File: src/rtl/compositor_pkg.sv
// rtl/compositor_pkg.sv - shared constants and types for the layer compositor
// Purpose: colour type, transparency key, coordinate width and the layer-state
//          field indices used by the layer controllers.
// Ports:   none (package).
package compositor_pkg;

    localparam int COORD_W = 11;
    localparam int COLOR_W = 8;

    typedef logic [COLOR_W-1:0] color_t;

    // Colour a layer returns to mean "nothing drawn here".
    localparam color_t MASK_VALUE = 8'h62;

    // Field indices into a layer controller's state record.
    localparam int LS_IMG_ID     = 0;
    localparam int LS_X          = 1;
    localparam int LS_Y          = 2;
    localparam int LS_WIDTH      = 3;
    localparam int LS_HEIGHT     = 4;
    localparam int LS_NUM_FIELDS = 5;

    function automatic logic is_opaque(input color_t c);
        return c != MASK_VALUE;
    endfunction

endpackage

File: src/rtl/pipe_delay.sv
// rtl/pipe_delay.sv - fixed-depth register delay line with synchronous clear
// Purpose: delays a WIDTH-bit bundle by exactly DEPTH clock cycles.
// Ports:   clk, reset (sync, active-high), data_i (input bundle),
//          data_o (bundle as it was DEPTH cycles earlier).
module pipe_delay #(
    parameter int WIDTH = 1,
    parameter int DEPTH = 1
) (
    input  logic             clk,
    input  logic             reset,
    input  logic [WIDTH-1:0] data_i,
    output logic [WIDTH-1:0] data_o
);

    logic [WIDTH-1:0] stage_q [DEPTH];

    always_ff @(posedge clk) begin
        if (reset) begin
            for (int i = 0; i < DEPTH; i++) begin
                stage_q[i] <= '0;
            end
        end else begin
            stage_q[0] <= data_i;
            for (int i = 1; i < DEPTH; i++) begin
                stage_q[i] <= stage_q[i-1];
            end
        end
    end

    assign data_o = stage_q[DEPTH-1];

endmodule

File: src/rtl/layer_compositor.sv
// rtl/layer_compositor.sv - priority compositor for stacked drawing layers
// Purpose: broadcasts the current pixel coordinate to the layer controllers,
//          picks the highest-priority opaque layer colour, aligns the VGA
//          timing with it, and reports per-frame player collisions.
// Ports:   clk, reset (sync, active-high);
//          vga_x/vga_y/vga_de/vga_hsync/vga_vsync - timing generator inputs;
//          requested_x/requested_y, frame_start - to the layer controllers;
//          layer_color - layer k colour at bits [k*8 +: 8], layer 0 = player;
//          rgb_out, rgb_de, hsync_out, vsync_out - composited pixel stream;
//          collision, collision_valid - per-frame player overlap report.
module layer_compositor
    import compositor_pkg::*;
#(
    parameter int     NUM_LAYERS = 4,
    parameter color_t BG_COLOR   = 8'h00
) (
    input  logic                          clk,
    input  logic                          reset,
    input  logic [COORD_W-1:0]            vga_x,
    input  logic [COORD_W-1:0]            vga_y,
    input  logic                          vga_de,
    input  logic                          vga_hsync,
    input  logic                          vga_vsync,
    output logic [COORD_W-1:0]            requested_x,
    output logic [COORD_W-1:0]            requested_y,
    output logic                          frame_start,
    input  logic [NUM_LAYERS*COLOR_W-1:0] layer_color,
    output logic [COLOR_W-1:0]            rgb_out,
    output logic                          rgb_de,
    output logic                          hsync_out,
    output logic                          vsync_out,
    output logic [NUM_LAYERS-2:0]         collision,
    output logic                          collision_valid
);

    logic [COORD_W-1:0]    x_q, y_q;
    logic                  de_q;
    logic                  de_c_q;      // de of the pixel now at the composite stage
    color_t                rgb_q, rgb_d;
    color_t                pick;
    logic [NUM_LAYERS-2:0] hits;
    logic                  at_origin;
    logic                  frame_start_q, frame_start_d;
    logic                  armed_q, armed_d;
    logic [NUM_LAYERS-2:0] sticky_q, sticky_d;
    logic [NUM_LAYERS-2:0] collision_q, collision_d;
    logic                  collision_valid_q;
    logic [2:0]            timing_dly;

    pipe_delay #(
        .WIDTH (3),
        .DEPTH (3)
    ) u_timing_delay (
        .clk    (clk),
        .reset  (reset),
        .data_i ({vga_de, vga_hsync, vga_vsync}),
        .data_o (timing_dly)
    );

    // Composite stage: scan from the lowest priority upwards so the last
    // opaque layer written (lowest index) wins.
    always_comb begin
        pick = BG_COLOR;
        for (int k = NUM_LAYERS - 1; k >= 0; k--) begin
            if (is_opaque(layer_color[k*COLOR_W +: COLOR_W])) begin
                pick = layer_color[k*COLOR_W +: COLOR_W];
            end
        end
        hits = '0;
        for (int k = 1; k < NUM_LAYERS; k++) begin
            hits[k-1] = de_c_q
                      && is_opaque(layer_color[0 +: COLOR_W])
                      && is_opaque(layer_color[k*COLOR_W +: COLOR_W]);
        end
        rgb_d = de_c_q ? pick : '0;
    end

    // Frame start fires on the first active (0,0) sample; it re-arms only
    // once a sample away from the origin has been seen.
    always_comb begin
        at_origin     = (vga_x == '0) && (vga_y == '0);
        frame_start_d = vga_de && at_origin && armed_q;
        armed_d       = armed_q;
        if (!at_origin) begin
            armed_d = 1'b1;
        end else if (frame_start_d) begin
            armed_d = 1'b0;
        end
    end

    // Hits seen in the same cycle as the frame boundary belong to the new frame.
    always_comb begin
        collision_d = collision_q;
        sticky_d    = sticky_q | hits;
        if (frame_start_d) begin
            collision_d = sticky_q;
            sticky_d    = hits;
        end
    end

    always_ff @(posedge clk) begin
        if (reset) begin
            x_q               <= '0;
            y_q               <= '0;
            de_q              <= 1'b0;
            de_c_q            <= 1'b0;
            rgb_q             <= '0;
            frame_start_q     <= 1'b0;
            armed_q           <= 1'b1;
            sticky_q          <= '0;
            collision_q       <= '0;
            collision_valid_q <= 1'b0;
        end else begin
            x_q               <= vga_x;
            y_q               <= vga_y;
            de_q              <= vga_de;
            de_c_q            <= de_q;
            rgb_q             <= rgb_d;
            frame_start_q     <= frame_start_d;
            armed_q           <= armed_d;
            sticky_q          <= sticky_d;
            collision_q       <= collision_d;
            collision_valid_q <= frame_start_d;
        end
    end

    assign requested_x     = x_q;
    assign requested_y     = y_q;
    assign frame_start     = frame_start_q;
    assign rgb_out         = rgb_q;
    assign {rgb_de, hsync_out, vsync_out} = timing_dly;
    assign collision       = collision_q;
    assign collision_valid = collision_valid_q;

endmodule

File: config.mk
export PLATFORM = sky130hd
export DESIGN_NAME = layer_compositor
export DESIGN_NICKNAME = d
export VERILOG_FILES = /design/src/rtl/compositor_pkg.sv /design/src/rtl/pipe_delay.sv /design/src/rtl/layer_compositor.sv
export SDC_FILE = /design/constraint.sdc
export NUM_CORES = 1
export LEC_CHECK = 0
export BUFFER_PORTS_ARGS = -buffer_cell sky130_fd_sc_hd__buf_2
export CORE_MARGIN = 1
export CORE_UTILIZATION = 46
export DETAILED_ROUTE_END_ITERATION = 6
export GPL_ROUTABILITY_DRIVEN = 0
export GPL_TIMING_DRIVEN = 0
export HOLD_SLACK_MARGIN = 0.03
export PLACE_DENSITY = 0.83
export REMOVE_ABC_BUFFERS = 1
export SLEW_MARGIN = 30
export SYNTH_ARGS = -nofsm -noshare
export SYNTH_HDL_FRONTEND = slang
export SYNTH_SLANG_ARGS = --single-unit
File: constraint.sdc
create_clock -name clk -period 2.6 [get_ports clk]
set_input_delay 0.52 -clock clk [delete_from_list [all_inputs] [get_ports clk]]
set_output_delay 0.52 -clock clk [all_outputs]
set_load 0.02 [all_outputs]
* Word level (Yosys, flattened, before mapping)
Memories as Yosys holds them, arrays and structs flattened.
Cells that the tools add are included.
** Word-level totals
- Register bits after elaboration :: 40
- RAM bits :: 9
- Input bits :: 59
- Output and inout port bits :: 38
- Word-level logic and storage cells :: 42
- Memories :: 1
** Memories
- u_timing_delay.stage_q :: depth 3, bits a word 3, rd ports 3, clocked after Yosys merged registers in 0, wr ports 3, RTL line pipe_delay.sv:15 : logic [WIDTH-1:0] stage_q [DEPTH];
** Operators by class
- Equality and inequality tests :: 4
- Mux-type cells :: 11
- Bitwise gates (word level) :: 6
- Reductions and logical operators :: 11
** Operators with widths (count)
- 8-bit 2-to-1 mux :: 4
- 8-bit by 7-bit inequality test with 1-bit output, second input constant :: 4
- 11-bit zero test :: 2
- 3-bit 2-to-1 mux :: 4
- 1-bit logical AND :: 7
- 2-bit OR reduction :: 2
- 1-bit 2-to-1 mux :: 3
- 1-bit OR :: 3
- 3-bit OR :: 1
- 1-bit inverter :: 2

* Logic depth before layout (Yosys ltp)
Gate-level depths: netlist of the first run.
- Depth after elaboration :: 5
- Mapped depth :: 5
- Mapped depth without buffers :: 4

* Cells and area by module
From an unflattened synthesis of the first run, not the netlist that was laid out.
** Second synthesis, totals
- Cell total of the unflattened synthesis :: 170
- Area total of the unflattened synthesis :: 1755.4 µm²
** Modules (own cells, without submodules)
- layer_compositor :: times used 1, cells each 149, area an instance 1496.4 µm², seq. area each 800.8 µm²
- pipe_delay :: times used 1, cells each 21, area an instance 259.0 µm², seq. area each 180.2 µm²

* Worst setup path after synthesis of the first run
No wires, ideal clock.
- Path type :: input to register
- Start point :: input port vga_x[8]
- End point :: register armed_q
- Setup time :: 0.114 ns
- Data arrival time :: 1.603 ns
- Required time :: 2.486 ns
- Path slack :: 0.883 ns
- Cell stages on the path :: 4
- Path buffers :: 0
- Path through :: nor4_2 -> nand3_1 -> or4b_4 -> a21o_1
** Between the ends
- Cells in the longest elaborated chain, start to end :: 4
- Elaborated cells between the ends (all ways) :: 6
- Classes of those cells :: bitwise: 1; reduce/logical: 5
** Ends and longest elaborated chain
- from (decl) :: RTL line layer_compositor.sv:19 : input logic [COORD_W-1:0] vga_x,
- 11-bit zero test (*) :: RTL line layer_compositor.sv:81 : at_origin = (vga_x == '0) && (vga_y == '0);
- 1-bit logical AND (*) :: RTL line layer_compositor.sv:81
- 1-bit inverter (no line) / 1-bit logical AND (equally long branches)
- 2-bit OR reduction (no line) / 1-bit logical AND (equally long branches)
- to (signal assigned) :: RTL line layer_compositor.sv:120 : armed_q <= armed_d;
- to (decl) :: RTL line layer_compositor.sv:44 : logic armed_q, armed_d;
Mark *: on every way between the ends. The rest lies on a longest branch, timed or not.
A chain may end at the register's enable or synchronous reset.

* Final worst setup path of the first run
- Start point :: input port layer_color[8]
- End point :: register rgb_q[5] (netlist: rgb_out[5])
** Between the ends
- Cells in the longest elaborated chain, start to end :: 3
** Ends and longest elaborated chain
- from (decl) :: RTL line layer_compositor.sv:27 : input logic [NUM_LAYERS*COLOR_W-1:0] layer_color,
- 8-bit by 7-bit inequality test with 1-bit output :: RTL line compositor_pkg.sv:24 : return c != MASK_VALUE;
- 8-bit 2-to-1 mux (2 in a row) :: RTL line layer_compositor.sv:65 : if (is_opaque(layer_color[k*COLOR_W +: COLOR_W])) begin
- to (signal assigned) :: RTL line layer_compositor.sv:118 : rgb_q <= rgb_d;
- to (decl) :: RTL line layer_compositor.sv:39 : color_t rgb_q, rgb_d;
No other way between the ends.

==> impl_metrics.ini, run 1 <==
[timing]
grt_setup_unrepaired = false
finalSetupTns_ps = 0
finalHoldWorstSlack_ps = 436
tightest_slew_ps = 624
drv_slew = 0
relSlewSlack_pct = 58.4
fin_crit_ps = 1700
final-setup-viol-count = 0
hold_violations = 0
finalClockSkew_ps = 5.69
fmaxAchievable_mhz = 589
setup_ws_ps = 902
finalCritPeriodShare_pct = 65.3

[yosys]
ys_seq_area_share_pct = 55.3
synthDistinctLibCells = 26
postSynthAreaPerCell_um2 = 10.1
ys_ff_latch = 47
ys_warn_count = 0
syn_inst = 168
synth_area_um2 = 1700

[placement]
dp_hpwl_mm = 2.83
io_buffers = 96
post-place-ws_ps = 624

[global_routing]
grt_pass1_vias = 1546
grt.total_usage_pct = 20.1
grt_pass1_wl_mm = 6.33
grt_remaining_overflow = 0
antenna_found_initial = 0
grt_max_degree = 42

[clock_network]
clk-insertion-delay-late_ps = 290
cts_tree = built
cts_root_buffer = clkbuf_8
cts_repair_resize_count = 0
post_cts_buffers = 0
cts_buffers = 5
cts_max_path_buffers = 2
postCtsHoldBufs = 0
htreeDepth = 2
clock-sinks = 47
clkTransAtPathRegs_ps = 90

[power]
p_leak_nw = 1.08
totalPowerFinal_mw = 1.33
p_per_area_nw_per_um2 = 577
vdd_ir_drop_max_mv = 0.397

[worst_hold_path]
holdCritPathClass = in -> reg

[drt]
drtIter0Drc = 60
route.detailed.drc = 0
drtPass1Iterations = 4
via_per_inst = 4.95
ant_nets = 0
via_count = 1544
totalWireLength_mm = 3.61
wl_per_cell_um = 11.6

[floorplanning]
ios = 97
rows = 21
start_util_pct = 49.4
core-area_um2 = 3440
die_w_um = 62.8
dieHeight_um = 62.8
die-area_um2 = 3950

[critical_path]
path_max_fanout = 7
cp_top_family = simple AND/OR/NAND/NOR gates
cp.arrival_ps = 1900
cpMaxStageDelayCell = and2_0
critPathRequiredTime_ps = 2800
path_class = in -> reg
cp-start-kind = input port
path_cells = buf_2 > nor4b_1 > and2_0 > nand2_1 > o32ai_1
end_kind = flop
crit_buf_inv = 1
critPathMaxStageDelay_ps = 400

[finish]
drive_above_1_share_pct = 40.6
final_cell_mix = buf_2 (96), dfxtp_1 (47), nor2b_1 (29)
n_antenna_cell = 0
area_delta_synth_final_pct = 35.3
layout_commonest_cell = buf_2
fillers = 312
finalNetCount = 324

[run]
max-cap-violations = 0

[status]
outcome = complete, no violations
worst register-to-register path: stages, from the launching register on:
cell,delay [ps]
dfxtp_1,340
nand2_1,90
nor4b_4,430
o32ai_1,180
Yosys cell counts:
cell | count | share of area (%)
or4b_4 | 1 | 0.81
and2_1 | 1 | 0.37
a21oi_1 | 3 | 0.88
o21ai_0 | 5 | 1.5
a221oi_1 | 5 | 2.6
nor4bb_1 | 4 | 2.4
a21boi_0 | 3 | 1.3
clkbuf_1 | 5 | 1.1
nor4_2 | 2 | 1.5
inv_1 | 8 | 1.8
nor2b_1 | 29 | 11
nor4_1 | 3 | 1.1
nand2b_1 | 7 | 2.6
and2_0 | 1 | 0.37
a21o_1 | 1 | 0.44
nand2_1 | 18 | 4.0
buf_4 | 1 | 0.44
nor3_1 | 5 | 1.5
nor2_1 | 4 | 0.88
o32ai_1 | 6 | 3.1
nor4b_4 | 1 | 1.4
dfxtp_1 | 47 | 55
mux2i_1 | 3 | 1.8
nand3_1 | 1 | 0.29
and4b_1 | 1 | 0.59
nor4b_1 | 3 | 1.5
sequential cells by signal, indices dropped and copies added, names as in the netlist:
| register | flops |
|---|---|
| requested_x | 11 |
| requested_y | 11 |
| u_timing_delay.stage_q | 9 |
| rgb_out | 8 |
| collision | 3 |
| sticky_q | 3 |
| armed_q | 1 |
| collision_valid | 1 |
logic make-up after synthesis:
group | synth area share (%)
AOI/OAI and AO/OA | 9.78
muxes | 1.76
and+or+nand+nor | 29.9
DFF | 55.3
buffers and inverters | 3.31
cell type report:
cell class	instances	area [um2]	area share, %
Clock inverter	3	20.0	0.870
Clock buffer	5	68.8	2.99
Sequential cell	47	941	40.9
Multi-Input combinational cell	107	704	30.6
Timing Repair Buffer	96	480	20.9
Tap cell	46	57.6	2.50
Inverter	8	30.0	1.30
layer usage:
layer	track usage, %	share of wire [%]	wire length (um)	vias up
met1	21.8	40	1460	695
met2	36.1	50	1810	73
met4	5.81	0.58	21	0
met5	0	0	0	-
met3	7.48	8.8	319	4
li1	-	-	-	772
path summary, 6_finish.rpt:
check	startpoint	endpoint	depth (start not counted)	slack, ps
min reg2reg	u_timing_delay.stage_q[0][4]	u_timing_delay.stage_q[0][7]	1	440
min	vga_vsync	u_timing_delay.stage_q[0][0]	2	440
max reg2reg	armed_q	sticky_q[1]	3	1420
max	layer_color[8]	rgb_out[5]	5	900
per-stage QoR:
stage          instances  utilization [%]  cell area [um2]
2_1_floorplan        162                -             1680
3_3_place_gp         304             64.3             2210
3_5_place_dp         304             64.3             2210
4_1_cts              312             66.9             2300
5_1_grt              312             66.9             2300
6_report             312             66.9             2300
power breakdown:
| group | leakage (nW) | total [mW] | internal, mW | switching, mW |
|---|---|---|---|---|
| logic | 0.649 | 0.153 | 0.0689 | 0.0836 |
| clock network | 0.0402 | 0.422 | 0.187 | 0.235 |
| registers | 0.387 | 0.753 | 0.747 | 0.00577 |
Power figures use the tool's default switching activity.
==> inputs of run 2 (changes only) <==
--- a/config.mk
+++ b/config.mk
@@ -7,12 +7,12 @@
 export LEC_CHECK = 0
 export BUFFER_PORTS_ARGS = -buffer_cell sky130_fd_sc_hd__buf_2
 export CORE_MARGIN = 1
-export CORE_UTILIZATION = 46
+export CORE_UTILIZATION = 39
 export DETAILED_ROUTE_END_ITERATION = 6
 export GPL_ROUTABILITY_DRIVEN = 0
 export GPL_TIMING_DRIVEN = 0
 export HOLD_SLACK_MARGIN = 0.03
-export PLACE_DENSITY = 0.83
+export PLACE_DENSITY = 0.75
 export REMOVE_ABC_BUFFERS = 1
 export SLEW_MARGIN = 30
 export SYNTH_ARGS = -nofsm -noshare
==> constraint.sdc (replaced) <==
create_clock -name clk -period 1.4 [get_ports clk]
set_input_delay 0.28 -clock clk [delete_from_list [all_inputs] [get_ports clk]]
set_output_delay 0.28 -clock clk [all_outputs]
set_load 0.02 [all_outputs]
==> impl_metrics.ini, run 2 (synthesized netlist as in run 1, its figures left out) <==
[status]
outcome = complete, no violations

[critical_path]
startpoint = vga_x[5]
path_max_fanout = 6
cpMaxStageDelayCell = nor4_2
critPathRequiredTime_ps = 1620
cp.arrival_ps = 1540
path_class = in -> reg
cp_top_family = simple AND/OR/NAND/NOR gates
cp_common_cell = buf_4
critPathMaxStageDelay_ps = 300
r2r_start = armed_q
cp-start-kind = input port
crit_buf_inv = 3
end_kind = flop
path_cells = buf_2 > nor4_2 > nand3_2 > buf_4 > nor4b_4 > buf_4 > mux2i_1

[timing]
hold_violations = 0
fmaxAchievable_mhz = 759
fin_crit_ps = 1320
finalCritPeriodShare_pct = 94.1
finalSetupTns_ps = 0
final-setup-viol-count = 0
drv_slew = 0
relSlewSlack_pct = 72.9
finalClockSkew_ps = 6.47
tightest_slew_ps = 406

[clock_network]
cts_tree = built
clock-sinks = 47
cts_max_path_buffers = 2
clk-insertion-delay-late_ps = 290
cts_root_buffer = clkbuf_8
postCtsHoldBufs = 0
cts_buffers = 5
htreeDepth = 2
clkTransAtPathRegs_ps = 80

[floorplanning]
dieHeight_um = 68.1
core-area_um2 = 4090
die-area_um2 = 4630
die_w_um = 68.1
start_util_pct = 41.6
ios = 97
rows = 23

[finish]
final_cell_mix = buf_2 (95), dfxtp_1 (47), nor2b_1 (29)
n_antenna_cell = 0
layout_commonest_cell = buf_2
area_delta_synth_final_pct = 38.8
finalNetCount = 326
drive_above_1_share_pct = 42.2

[drt]
drtPass1Iterations = 4
via_per_inst = 4.85
route.detailed.drc = 0
drtIter0Drc = 72
via_count = 1543
ant_nets = 0
totalWireLength_mm = 3.66
wl_per_cell_um = 11.5

[power]
vdd_ir_drop_max_mv = 0.665
totalPowerFinal_mw = 2.69
p_per_area_nw_per_um2 = 1140
p_leak_nw = 1.11

[global_routing]
antenna_found_initial = 0
grt_max_degree = 42
grt_pass1_wl_mm = 5.64
grt_remaining_overflow = 0
grt.total_usage_pct = 16.4
grt_pass1_vias = 1412

[placement]
io_buffers = 96

[worst_hold_path]
min-delay-start = vga_hsync
holdCritPathClass = in -> reg

[run]
max-cap-violations = 0
-- run 2: cell count changes in the layout (fill, tap and decap cells not counted), sizes merged --
cell / delta
clkbuf: +2
clkinvlp: -2
bufinv: +1
buf: +1
-- run 2: path summary, 6_finish.rpt --
check	depth (start not counted)	to	slack [ps]
max	7	collision[2]	80
min	2	u_timing_delay.stage_q[0][1]	200
max reg2reg	4	collision[2]	270
min reg2reg	1	u_timing_delay.stage_q[0][6]	440
-- run 2: power breakdown --
| group | total (mW) | switching [mW] | internal (mW) |
|---|---|---|---|
| clock | 1.01 | 0.433 | 0.578 |
| sequential | 1.40 | 0.0110 | 1.39 |
| combinational | 0.282 | 0.153 | 0.129 |
-- run 2: stage by stage --
stage	std cells	hold WS (ps)	area [um2]	setup WS, ps	util [%]
finish	318	196	2360	82.2	57.8
global route	318	205	2360	-12.9	57.8
CTS	316	188	2340	4.24	57.2
global placement	308	419	2220	-333	54.3
floorplan	162	347	1680	-77.0	-
detailed placement	308	422	2220	-353	54.3
-- run 2: routing by layer --
| layer | vias up | track usage [%] | share of wire, % |
|---|---|---|---|
| met2 | 66 | 28.2 | 50 |
| li1 | 776 | - | - |
| met3 | 5 | 5.67 | 8.9 |
| met4 | 0 | 7.03 | 1.1 |
| met5 | - | 0 | 0 |
| met1 | 696 | 18.2 | 40 |
-- run 2: repair_timing --
| item | CTS | global route |
|---|---|---|
| buffers inserted | 0 | 2 |
| endpoints found under the setup margin | 6 | 14 |
| pin swaps | 1 | 2 |
| gates cloned | 0 | 0 |
| gates resized for setup | 0 | 5 |
-- run 2: final cells by class --
cell class / instances / area (um2)
inverter: 8 / 30.0
clock buffer: 6 / 82.6
sequential: 47 / 941
fill: 378 / 1720
tap: 50 / 62.6
timing repair buffer: 98 / 498
multi-input combinational: 107 / 713
clock inverter: 2 / 35.0
-- run 2: worst register-to-register path, stage by stage, from the launching register on --
cell and delay [ps]:
dfxtp_1 340, nand2_1 100, nor4b_4 250, buf_4 190, mux2i_1 180
==> inputs of run 3 (changes only) <==
--- a/config.mk
+++ b/config.mk
@@ -6,6 +6,7 @@
 export NUM_CORES = 1
 export LEC_CHECK = 0
 export BUFFER_PORTS_ARGS = -buffer_cell sky130_fd_sc_hd__buf_2
+export CORE_ASPECT_RATIO = 1.25
 export CORE_MARGIN = 1
 export CORE_UTILIZATION = 39
 export DETAILED_ROUTE_END_ITERATION = 6
@@ -14,6 +15,7 @@
 export HOLD_SLACK_MARGIN = 0.03
 export PLACE_DENSITY = 0.75
 export REMOVE_ABC_BUFFERS = 1
+export SETUP_SLACK_MARGIN = 0.5
 export SLEW_MARGIN = 30
 export SYNTH_ARGS = -nofsm -noshare
 export SYNTH_HDL_FRONTEND = slang
==> impl_metrics.ini, run 3 (synthesized netlist as in run 1, its figures left out) <==
[power]
totalPowerFinal_mw = 2.70
vdd_ir_drop_max_mv = 0.857
p_per_area_nw_per_um2 = 913
p_leak_nw = 1.26

[clock_network]
clock-sinks = 47
htreeDepth = 2
cts_buffers = 5
cts_root_buffer = clkbuf_8
clkTransAtPathRegs_ps = 80
cts_tree = built
clk-insertion-delay-late_ps = 290
cts_max_path_buffers = 2

[finish]
multiInputGateArea_um2 = 946
area_delta_synth_final_pct = 73.8
drive_above_1_share_pct = 67.5
finalNetCount = 329
layout_commonest_cell = buf_6
n_antenna_cell = 0
final_cell_mix = buf_6 (49), buf_2 (47), dfxtp_2 (37)
fillers = 315
ff_latch_area_um2 = 987

[timing]
finalCritPeriodShare_pct = 93.8
finalHoldWorstSlack_ps = 193
fin_crit_ps = 1310
fmaxAchievable_mhz = 761
final-setup-viol-count = 0
tightest_slew_ps = 378
hold_violations = 0
grt_setup_unrepaired = true
finalClockSkew_ps = 4.90
drv_slew = 0
relSlewSlack_pct = 74.8

[critical_path]
endpoint = armed_q
end_kind = flop
cp.arrival_ps = 1510
path_class = in -> reg
r2r_start = armed_q
path_max_fanout = 2
reg2reg_depth = 4
r2r_end = collision[0]
r2r_setup_slack_ps = 240
critPathRequiredTime_ps = 1600
startpoint = vga_y[0]
cp-start-kind = input port

[drt]
route.detailed.drc = 0
drtIter0Drc = 90
via_per_inst = 5.17
ant_nets = 0
wl_per_cell_um = 15.0
totalWireLength_mm = 4.92
via_count = 1689
drtPass1Iterations = 4

[floorplanning]
core-area_um2 = 4130
die-area_um2 = 4630
die_w_um = 61.1
start_util_pct = 41.2
ios = 97
rows = 26
dieHeight_um = 75.9

[global_routing]
grt.total_usage_pct = 21.4
grt_max_degree = 42
grt_pass1_vias = 1634
grt_pass1_wl_mm = 7.11
grt_remaining_overflow = 0
antenna_found_initial = 0

[run]
max-cap-violations = 0

[status]
outcome = complete, no violations

[placement]
io_buffers = 96
dp_hpwl_mm = 2.94

[worst_hold_path]
holdCritPathClass = in -> reg
==> run 3: repair_timing <==
| item | in CTS | in global routing |
|---|---|---|
| hold buffers | 0 | 0 |
| gates resized for setup | 169 | 14 |
| pin swaps | 25 | 8 |
| buffers inserted | 4 | 0 |
| cloned | 1 | 0 |
| endpoints found under the setup margin | 55 | 55 |
==> run 3: worst min path at each step <==
| stage | to | startpoint | slack (ps) | depth (start not counted) |
|---|---|---|---|---|
| 6_report | u_timing_delay.stage_q[0][0] | vga_vsync | 190 | 2 |
| 5_1_grt | requested_x[0] | vga_x[0] | 200 | 2 |
| 4_1_cts | u_timing_delay.stage_q[0][0] | vga_vsync | 190 | 2 |
| 3_5_place_dp | u_timing_delay.stage_q[0][3] | u_timing_delay.stage_q[0][0] | 420 | 1 |
| 3_3_place_gp | u_timing_delay.stage_q[0][4] | u_timing_delay.stage_q[0][1] | 420 | 1 |
| 2_1_floorplan | u_timing_delay.stage_q[0][2] | reset | 350 | 1 |
==> run 3: critical path, cell delays in order <==
cell	delay [ps]
buf_6	100
nor4_4	290
nand3_2	130
or4b_4	540
a21o_1	160
==> run 3: power breakdown <==
part	internal (mW)	switching [mW]	leakage (nW)
registers	1.40	0.0220	0.400
logic	0.212	0.197	0.810
clock network	0.451	0.424	0.0515
==> run 3: layout make-up <==
cell class | instances | area share (%)
clock buffer | 8 | 3.38
inverter | 8 | 1.02
multi-input combinational | 108 | 32.0
sequential | 47 | 33.4
tap | 56 | 2.37
timing repair buffer | 100 | 27.9
==> run 3: metrics by stage <==
stage | area [um2] | utilization [%] | TNS (ps) | setup slack (ps) | std cells
2_1_floorplan | 1680 | - | -121 | -77.0 | 162
3_3_place_gp | 2230 | 53.9 | -4960 | -370 | 314
3_5_place_dp | 2230 | 53.9 | -5500 | -442 | 314
4_1_cts | 2920 | 70.6 | 0 | 139 | 327
5_1_grt | 2960 | 71.6 | 0 | 48.2 | 327
6_report | 2960 | 71.6 | 0 | 86.4 | 327
==> run 3: layer usage <==
layer,vias up,share of wire (%),GRT usage [%]
met5,-,0,0
met4,0,2.2,9.85
met3,12,9.6,7.30
met2,112,51,38.5
met1,779,37,22.0
li1,786,-,-
